## src/rtl/mul_iter_unit.sv

```systemverilog
`default_nettype none
// ============================================================================
// Module      : mul_iter_unit
// Description : Iterative 32x32 -> 32 (low half) shift-add multiplier.
//               One partial product is accumulated per clock while in RUN.
//               The low 32 bits of a two's-complement product equal those of
//               the unsigned product, so no sign handling is needed.
//
// Ports       : clk_i    - clock, rising-edge active
//               rst_i    - synchronous active-high reset
//               start_i  - begin a multiply (honoured in IDLE or DONE)
//               kill_i   - flush; aborts any operation, beats start_i
//               data1_i  - multiplicand (32 bit)
//               data2_i  - multiplier   (32 bit)
//               data_o   - low 32 bits of the product, held between results
//               busy_o   - high while the unit is iterating (RUN)
//               done_o   - one-cycle pulse, data_o valid in that cycle
//
// Options     : MUL_EARLY_OUT_EN - when defined, RUN finishes as soon as the
//               remaining multiplier bits are all zero.
//
// Revision    : 1.0 - initial release
// ============================================================================
module mul_iter_unit (
    input  logic        clk_i,
    input  logic        rst_i,
    input  logic        start_i,
    input  logic        kill_i,
    input  logic [31:0] data1_i,
    input  logic [31:0] data2_i,
    output logic [31:0] data_o,
    output logic        busy_o,
    output logic        done_o
);

    localparam logic [1:0] c_ST_IDLE = 2'd0;
    localparam logic [1:0] c_ST_RUN  = 2'd1;
    localparam logic [1:0] c_ST_DONE = 2'd2;

    logic [1:0]  r_state;
    logic [31:0] r_mcand;
    logic [31:0] r_mplier;
    logic [31:0] r_acc;
    logic [4:0]  r_cnt;
    logic [31:0] r_data;

    logic [31:0] w_addend;
    logic [31:0] w_acc_next;
    logic [31:0] w_mplier_next;
    logic        w_last;

    // Partial product for this step and the accumulator value it produces.
    // w_acc_next is also what data_o captures on the final step, so the last
    // partial product is never lost.
    assign w_addend      = r_mplier[0] ? r_mcand : 32'd0;
    assign w_acc_next    = r_acc + w_addend;
    assign w_mplier_next = r_mplier >> 1;

`ifdef MUL_EARLY_OUT_EN
    // Once the shifted multiplier is zero no further additions can occur.
    assign w_last = (r_cnt == 5'd31) || (w_mplier_next == 32'd0);
`else
    assign w_last = (r_cnt == 5'd31);
`endif

    always_ff @(posedge clk_i) begin
        if (rst_i) begin
            r_state  <= c_ST_IDLE;
            r_mcand  <= 32'd0;
            r_mplier <= 32'd0;
            r_acc    <= 32'd0;
            r_cnt    <= 5'd0;
            r_data   <= 32'd0;
        end else if (kill_i) begin
            // Flush: abandon the operation, keep the last published result.
            r_state <= c_ST_IDLE;
        end else begin
            case (r_state)
                c_ST_IDLE, c_ST_DONE: begin
                    if (start_i) begin
                        r_mcand  <= data1_i;
                        r_mplier <= data2_i;
                        r_acc    <= 32'd0;
                        r_cnt    <= 5'd0;
                        r_state  <= c_ST_RUN;
                    end else begin
                        r_state  <= c_ST_IDLE;
                    end
                end
                c_ST_RUN: begin
                    r_acc    <= w_acc_next;
                    r_mcand  <= r_mcand << 1;
                    r_mplier <= w_mplier_next;
                    r_cnt    <= r_cnt + 5'd1;
                    if (w_last) begin
                        r_data  <= w_acc_next;
                        r_state <= c_ST_DONE;
                    end
                end
                default: begin
                    r_state <= c_ST_IDLE;
                end
            endcase
        end
    end

    assign data_o = r_data;
    assign busy_o = (r_state == c_ST_RUN);
    assign done_o = (r_state == c_ST_DONE);

endmodule
`default_nettype wire
```

## config.mk

```make
export PLATFORM = sky130hd
export DESIGN_NAME = mul_iter_unit
export DESIGN_NICKNAME = d
export VERILOG_FILES = /design/src/rtl/mul_iter_unit.sv
export SDC_FILE = /design/constraint.sdc
export NUM_CORES = 1
export LEC_CHECK = 0
export CORE_MARGIN = 1
export CORE_UTILIZATION = 51
export DETAILED_ROUTE_END_ITERATION = 6
export DONT_BUFFER_PORTS = 1
export PLACE_DENSITY_LB_ADDON = 0.25
export SYNTH_ARGS = -nofsm -noshare
export SYNTH_HDL_FRONTEND = slang
export SYNTH_SLANG_ARGS = --single-unit
```

## constraint.sdc

```tcl
create_clock -name clk_i -period 5.8 [get_ports clk_i]
set_clock_uncertainty 0.15 [all_clocks]
set_input_delay 1.16 -clock clk_i [delete_from_list [all_inputs] [get_ports clk_i]]
set_output_delay 1.16 -clock clk_i [all_outputs]
set_load 0.05 [all_outputs]
```

==> results_tabular.tex, run 1 <==
\begin{tabular}{lr}
\hline
Metric & Value \\
\hline
\multicolumn{2}{l}{\textbf{Worst setup path}} \\
Depth of the worst register-to-register path & 13 \\
Cell class contributing the biggest share of worst-path delay & compound AO/OA/AOI/OAI gates \\
Reg-to-reg critical path endpoint & r\_acc[30]\$\_SDFFE\_PP0P\_ \\
Crit start category & register \\
Worst stage delay on the critical path & 0.42 ns \\
Crit-path max FO & 33 \\
Critical-path cell with the highest stage delay & fa\_1 \\
Startpoint-to-endpoint class of the critical path & register to register \\
Worst path bufs/invs & 1 \\
Data required time of the worst path & 5.95 ns \\
Worst reg2reg startpoint & r\_mplier[0]\$\_SDFFE\_PP0P\_ \\
Signal arrival time at the worst endpoint & 3.74 ns \\
Internal reg-to-reg setup slack & 2.21 ns \\
Capturing element type of the critical path & register \\
Cells along the critical path & buf\_4 -> and2\_1 -> ha\_1 -> fa\_1 -> a211oi\_1 -> o21ai\_0 -> o2111ai\_1 -> a31oi\_1 -> o211ai\_2 -> o21ai\_2 -> a311oi\_1 -> xor2\_1 -> o32ai\_1 \\
\multicolumn{2}{l}{\textbf{Logic synthesis}} \\
Post-synthesis cell type count & 55 \\
Top cell type's share of synthesized area & 38.6\% \\
Flop and latch count out of synthesis & 135 \\
Most used DFF post-synth & dfxtp\_1 \\
Gate count of the mapped netlist & 808 \\
Average cell area after synthesis & 8.67 um\^{}2 \\
Number of flops mapped to enable cells by yosys & 0 \\
Dominant cell by count in the synthesized netlist & dfxtp\_1 \\
Proportion of synthesized flip-flops having asynchronous set or reset & 0\% \\
YS warnings & 0 \\
Biggest area contributors in the synthesized netlist & dfxtp\_1, mux2i\_1, a211oi\_1, ha\_1, nor2\_1 \\
Dominant cell type by area after synthesis & dfxtp\_1 \\
Synthesized cell area & 7000 um\^{}2 \\
Most frequent cells after synthesis & dfxtp\_1, nor2\_1, nand2\_1, a211oi\_1, mux2i\_1 \\
Synthesized Nets & 910 \\
Sequential area share after synthesis & 38.6\% \\
\multicolumn{2}{l}{\textbf{Power}} \\
Static leakage power & 3.34 nW \\
Peak VDD IR & 0.000198 V \\
Total power divided by cell area & 286 nW/um\^{}2 \\
\multicolumn{2}{l}{\textbf{Status}} \\
Outcome & completed \\
\multicolumn{2}{l}{\textbf{CTS}} \\
Clk slew on worst S/H paths & 0.06 ns \\
Clock H-tree levels & 4 \\
Clock network latency to the later pin of the worst-skew pair & 0.42 ns \\
Count of buffers added by post-CTS timing repair for setup & 0 \\
Buffers from clock root to sink, at most & 2 \\
Number of CTS-inserted buffers & 17 \\
Count of instances resized after the clock tree is built & 0 \\
TritonCTS clock tree & built \\
Number of sinks handled by clock tree synthesis & 135 \\
Count of hold-fix buffers inserted at cts & 0 \\
Clock Tree Root & clkbuf\_16 \\
\multicolumn{2}{l}{\textbf{Worst hold path}} \\
Count of cells along the worst hold path & 2 \\
Hold/Removal Path Class & register to register \\
Worst Hold Launch & r\_acc[29]\$\_SDFFE\_PP0P\_ \\
Min-Delay Endpoint & r\_acc[29]\$\_SDFFE\_PP0P\_ \\
\multicolumn{2}{l}{\textbf{Routing}} \\
First-pass iteration count of the detailed router & 4 \\
DR vias & 5607 \\
First DRT Iteration DRCs & 373 \\
Routed len/inst & 16.6 um \\
Via-per-instance ratio & 5.79 \\
Number of design rule violations left after detail routing & 0 \\
Count of nets left with antenna violations after detail routing & 0 \\
Aggregate routed wire length & 16.1 mm \\
\multicolumn{2}{l}{\textbf{STA}} \\
Measured slew at the worst slew-check pin & 1.12 ns \\
Slew Limit Headroom & 25.4\% \\
Maximum clock frequency & 279 MHz \\
Setup violations, final & 0 \\
Final TNS setup & 0 ns \\
Fin crit share & 61.9\% \\
Final Slew Violations & 0 \\
Unrepaired setup endpoints after global routing & no \\
Final number of hold-violating endpoints & 0 \\
Worst-case hold slack & 0.323 ns \\
Final period demand of the worst path & 3.59 ns \\
\multicolumn{2}{l}{\textbf{Die}} \\
Chip height & 119 um \\
Top-Level Pins & 102 \\
Initial core utilization & 52.7\% \\
Area of the die & 14200 um\^{}2 \\
Die width & 119 um \\
Core region area & 13300 um\^{}2 \\
Row count & 42 \\
\multicolumn{2}{l}{\textbf{Global routing}} \\
Via count of the first global-routing pass & 5529 \\
Antenna violations before repair & 0 \\
Tot GR Track Use & 23.0\% \\
Largest net degree at the start of global routing & 123 \\
Total gr overflow & 0 \\
Wire length of the first global-routing pass & 26.3 mm \\
\multicolumn{2}{l}{\textbf{Place}} \\
Half-perimeter wire length after placement & 10.8 mm \\
Routability-driven placement congestion ratio & 0.948 \\
PortBufs & 0 \\
\multicolumn{2}{l}{\textbf{Finish}} \\
Fillers & 1215 \\
Ratio of cells with drive above 1 in the final layout & 6.44\% \\
Antenna diode instance count & 0 \\
Area grow syn2layout & 8.49\% \\
Final net count & 882 \\
\multicolumn{2}{l}{\textbf{Run}} \\
Number of max-cap violations & 0 \\
\hline
\end{tabular}
==> placed cells by master, fill, tap and decap left out, types with 3 or more instances in the layout <==
| master | count |
|---|---|
| and3_1 | 4 |
| a21o_1 | 13 |
| o21a_1 | 5 |
| or4_1 | 4 |
| a211oi_1 | 67 |
| o21bai_1 | 7 |
| a22o_1 | 13 |
| xor2_1 | 16 |
| nand4_1 | 11 |
| xnor2_1 | 16 |
| inv_1 | 12 |
| nor2b_1 | 3 |
| a31oi_1 | 5 |
| and2_1 | 32 |
| nand2_1 | 77 |
| nor3_1 | 3 |
| clkbuf_8 | 3 |
| a21oi_1 | 57 |
| nand3_1 | 11 |
| a22oi_1 | 17 |
| o21ai_0 | 19 |
| ha_1 | 33 |
| mux2i_1 | 62 |
| nor2_1 | 99 |
| buf_4 | 8 |
| clkinv_2 | 6 |
| dfxtp_1 | 135 |
| clkbuf_16 | 17 |
==> layer usage <==
metal | GRT usage [%] | wire, um
met1 | 28.5 | 7250
met2 | 37.0 | 7380
met3 | 8.14 | 1240
met4 | 7.75 | 186
met5 | 0 | 0
==> state kept, by name (all words and copies together) (netlist names) <==
| register | count |
|---|---|
| r_acc | 32 |
| r_cnt | 5 |
| data_o | 32 |
| r_mcand | 32 |
| r_mplier | 32 |
| r_state | 2 |
==> logic make-up after synthesis <==
group	count (synthesis)	share of synthesized area, %
compound gates	222	21.6
xor+xnor	32	4.00
fa+ha+maj	34	6.18
buf+inv	67	4.16
flops	135	38.6
mux	62	8.86
simple gates	256	16.6
==> layout make-up <==
class	instances	area [um^2]	area share, %
clock buffers	22	474	6.24
well taps	176	220	2.90
flip-flops and latches	135	2700	35.6
inverters	12	45.0	0.593
multi-input cells	606	4020	52.9
clock inverters	9	76.3	1.00
repair buffers	8	60.1	0.790
==> worst register-to-register path: stages (launching register included) <==
cell       delay (ns)
dfxtp_1          0.29
buf_4            0.22
and2_1           0.22
ha_1             0.21
fa_1             0.42
a211oi_1         0.41
o21ai_0          0.21
o2111ai_1        0.18
a31oi_1          0.19
o211ai_2         0.23
o21ai_2          0.10
a311oi_1         0.32
xor2_1           0.20
o32ai_1          0.12
==> where the power goes <==
group	internal (mW)	leakage, nW	total, mW	switching [mW]
clock network	0.616	0.275	1.01	0.396
logic	0.0699	1.96	0.168	0.0982
registers	0.968	1.10	0.995	0.0263
total	1.65	3.34	2.17	0.520
==> how the worst max path moves through the flow <==
stage,cells after the start,to,start
CTS,13,r_acc[30]$_SDFFE_PP0P_,r_mplier[0]$_SDFFE_PP0P_
finish,13,r_acc[30]$_SDFFE_PP0P_,r_mplier[0]$_SDFFE_PP0P_
floorplan,13,r_acc[30]$_SDFFE_PP0P_,r_mplier[0]$_SDFFE_PP0P_
detailed placement,13,r_acc[30]$_SDFFE_PP0P_,r_mplier[0]$_SDFFE_PP0P_
global placement,13,r_acc[30]$_SDFFE_PP0P_,r_mplier[0]$_SDFFE_PP0P_
global route,13,r_acc[30]$_SDFFE_PP0P_,r_mplier[0]$_SDFFE_PP0P_
==> per-stage QoR <==
step | instances | worst slack [ns] | util (%) | power [mW] | cell area [um^2]
6_report | 968 | 2.21 | 57.2 | 2.17 | 7600
3_3_place_gp | 937 | 2.39 | 53.0 | 1.17 | 7050
4_1_cts | 968 | 2.25 | 57.2 | 2.19 | 7600
2_1_floorplan | 808 | 2.69 | - | 1.16 | 7000
3_5_place_dp | 937 | 2.27 | 53.0 | 1.18 | 7050
5_1_grt | 968 | 2.03 | 57.2 | 2.25 | 7600
Power figures use the tool's default switching activity.
==> inputs of run 2 (changes only) <==
==> constraint.sdc (replaced) <==
create_clock -name clk_i -period 3 [get_ports clk_i]
set_clock_uncertainty 0.15 [all_clocks]
set_input_delay 0.6 -clock clk_i [delete_from_list [all_inputs] [get_ports clk_i]]
set_output_delay 0.6 -clock clk_i [all_outputs]
set_load 0.05 [all_outputs]
==> results_tabular.tex, run 2 (synthesis gave the netlist of run 1 again) <==
\begin{tabular}{lr}
\hline
Metric & Value \\
\hline
\multicolumn{2}{l}{\textbf{Status}} \\
Outcome & complete, but fails checks \\
Violated checks & negative setup slack \\
\multicolumn{2}{l}{\textbf{Finish}} \\
Fillers & 1064 \\
Final net count & 936 \\
Non-Filler Cell Area, Final & 8450 um\^{}2 \\
Ratio of cells with drive above 1 in the final layout & 19.2\% \\
Area grow syn2layout & 20.7\% \\
Commonest cells after routing, fill and taps aside & dfxtp\_1, nor2\_1, nand2\_1 \\
Multi-input logic area & 4430 um\^{}2 \\
FF/Latch Area & 2710 um\^{}2 \\
Number of standard cells in the layout, taps in and fillers out & 1023 \\
Most frequent standard cell in the layout excluding fill and tap cells & dfxtp\_1 \\
Antenna diode instance count & 0 \\
\multicolumn{2}{l}{\textbf{STA}} \\
Setup violations, final & 5 \\
Final period demand of the worst path & 3.13 ns \\
Final Slew Violations & 0 \\
Maximum clock frequency & 319 MHz \\
Final number of hold-violating endpoints & 0 \\
Slew Limit Headroom & 43.6\% \\
Measured slew at the worst slew-check pin & 0.845 ns \\
Min setup slack post-route & -0.131 ns \\
Fin crit share & 104\% \\
Unrepaired setup endpoints after global routing & yes \\
\multicolumn{2}{l}{\textbf{CTS}} \\
Number of CTS-inserted buffers & 17 \\
Clk slew on worst S/H paths & 0.07 ns \\
Clock Tree Root & clkbuf\_16 \\
TritonCTS clock tree & built \\
Clock H-tree levels & 4 \\
Buffers from clock root to sink, at most & 2 \\
Number of sinks handled by clock tree synthesis & 135 \\
Clock network latency to the later pin of the worst-skew pair & 0.43 ns \\
\multicolumn{2}{l}{\textbf{Die}} \\
Area of the die & 14200 um\^{}2 \\
Die width & 119 um \\
Chip height & 119 um \\
Initial core utilization & 52.7\% \\
Row count & 42 \\
Top-Level Pins & 102 \\
Core region area & 13300 um\^{}2 \\
\multicolumn{2}{l}{\textbf{Place}} \\
\# placed instances & 976 \\
Routability-driven placement congestion ratio & 0.910 \\
Half-perimeter wire length after placement & 11.6 mm \\
Post-place setup slack & -0.221 ns \\
Post-Place Cell Area & 7380 um\^{}2 \\
PortBufs & 0 \\
\multicolumn{2}{l}{\textbf{Global routing}} \\
Tot GR Track Use & 24.9\% \\
Antenna violations before repair & 0 \\
Largest net degree at the start of global routing & 123 \\
Wire length of the first global-routing pass & 28.3 mm \\
Via count of the first global-routing pass & 5949 \\
Total gr overflow & 0 \\
\multicolumn{2}{l}{\textbf{Run}} \\
Number of max-cap violations & 0 \\
\multicolumn{2}{l}{\textbf{Worst setup path}} \\
Crit start category & register \\
Startpoint-to-endpoint class of the critical path & register to register \\
Capturing element type of the critical path & register \\
Data required time of the worst path & 3.22 ns \\
Crit-path max FO & 6 \\
Signal arrival time at the worst endpoint & 3.35 ns \\
\multicolumn{2}{l}{\textbf{Power}} \\
Static leakage power & 3.65 nW \\
Peak VDD IR & 0.000361 V \\
Total power divided by cell area & 504 nW/um\^{}2 \\
\multicolumn{2}{l}{\textbf{Routing}} \\
Routed len/inst & 17.5 um \\
First-pass iteration count of the detailed router & 5 \\
Number of design rule violations left after detail routing & 0 \\
First DRT Iteration DRCs & 368 \\
DR vias & 6100 \\
Aggregate routed wire length & 17.9 mm \\
Via-per-instance ratio & 5.96 \\
Count of nets left with antenna violations after detail routing & 0 \\
\multicolumn{2}{l}{\textbf{Worst hold path}} \\
Hold/Removal Path Class & input port to register \\
\hline
\end{tabular}
## run 2: changes by cell type in the layout (fill, tap and decap cells not counted), sizes merged
cell / change
clkinv: +1
inv: +2
buf: +54
clkinvlp: +3
clkbuf: -5
## run 2: worst paths after layout
check | endpoint | cells past startpoint | slack [ns] | from
setup / recovery | data_o[30]$_SDFFE_PP0P_ | 12 | -0.13 | r_mplier[0]$_SDFFE_PP0P_
hold / removal | r_mplier[27]$_SDFFE_PP0P_ | 1 | 0.09 | rst_i
setup reg to reg | data_o[30]$_SDFFE_PP0P_ | 12 | -0.13 | r_mplier[0]$_SDFFE_PP0P_
hold reg to reg | r_acc[27]$_SDFFE_PP0P_ | 2 | 0.30 | r_acc[27]$_SDFFE_PP0P_
## run 2: cell type report
cell class | count | area share, %
Clock buffer | 17 | 5.03
Clock inverter | 15 | 1.52
Inverter | 12 | 0.533
Multi-Input combinational cell | 606 | 52.5
Sequential cell | 135 | 32.0
Tap cell | 176 | 2.61
Timing Repair Buffer | 62 | 5.83
## run 2: timing repair
item                       CTS  global route
hold buffers                 0             0
setup endpoints to repair   20            29
pin swaps                   16            30
resized for setup           24            56
setup buffers                4            15
## run 2: report_power, final
| group | internal [mW] | total (mW) | switching (mW) |
|---|---|---|---|
| combinational | 0.158 | 0.368 | 0.210 |
| clock | 1.14 | 1.97 | 0.832 |
| sequential | 1.87 | 1.92 | 0.0539 |
| total | 3.17 | 4.26 | 1.10 |
## run 2: worst max-delay path, cell delays in order (launching register included)
cell and delay, ns:
dfxtp_4 0.36, buf_6 0.14, and2_4 0.16, ha_4 0.26, nand4_1 0.20, nor3_4 0.32
o2111ai_4 0.18, a31oi_4 0.24, o211ai_2 0.11, o21ai_2 0.23, a31oi_2 0.12, or4_1 0.49
nand3_1 0.10
## run 2: metrics by stage
stage | power, mW | setup TNS, ns | hold slack, ns | utilization [%]
after global placement | 2.29 | -0.500 | 0.294 | 55.5
final | 4.26 | -0.265 | 0.0927 | 63.6
after CTS | 4.27 | -0.0392 | 0.0774 | 60.8
after detailed placement | 2.31 | -1.68 | 0.299 | 55.5
after floorplan | 2.23 | 0 | 0.282 | -
after global routing | 4.42 | -2.14 | 0.0799 | 63.6
## run 2: metal layers
| metal | GRT usage (%) | routed length, um |
|---|---|---|
| met5 | 0 | 0 |
| met3 | 6.94 | 1190 |
| met2 | 40.9 | 8630 |
| met1 | 30.4 | 7780 |
| met4 | 10.3 | 308 |
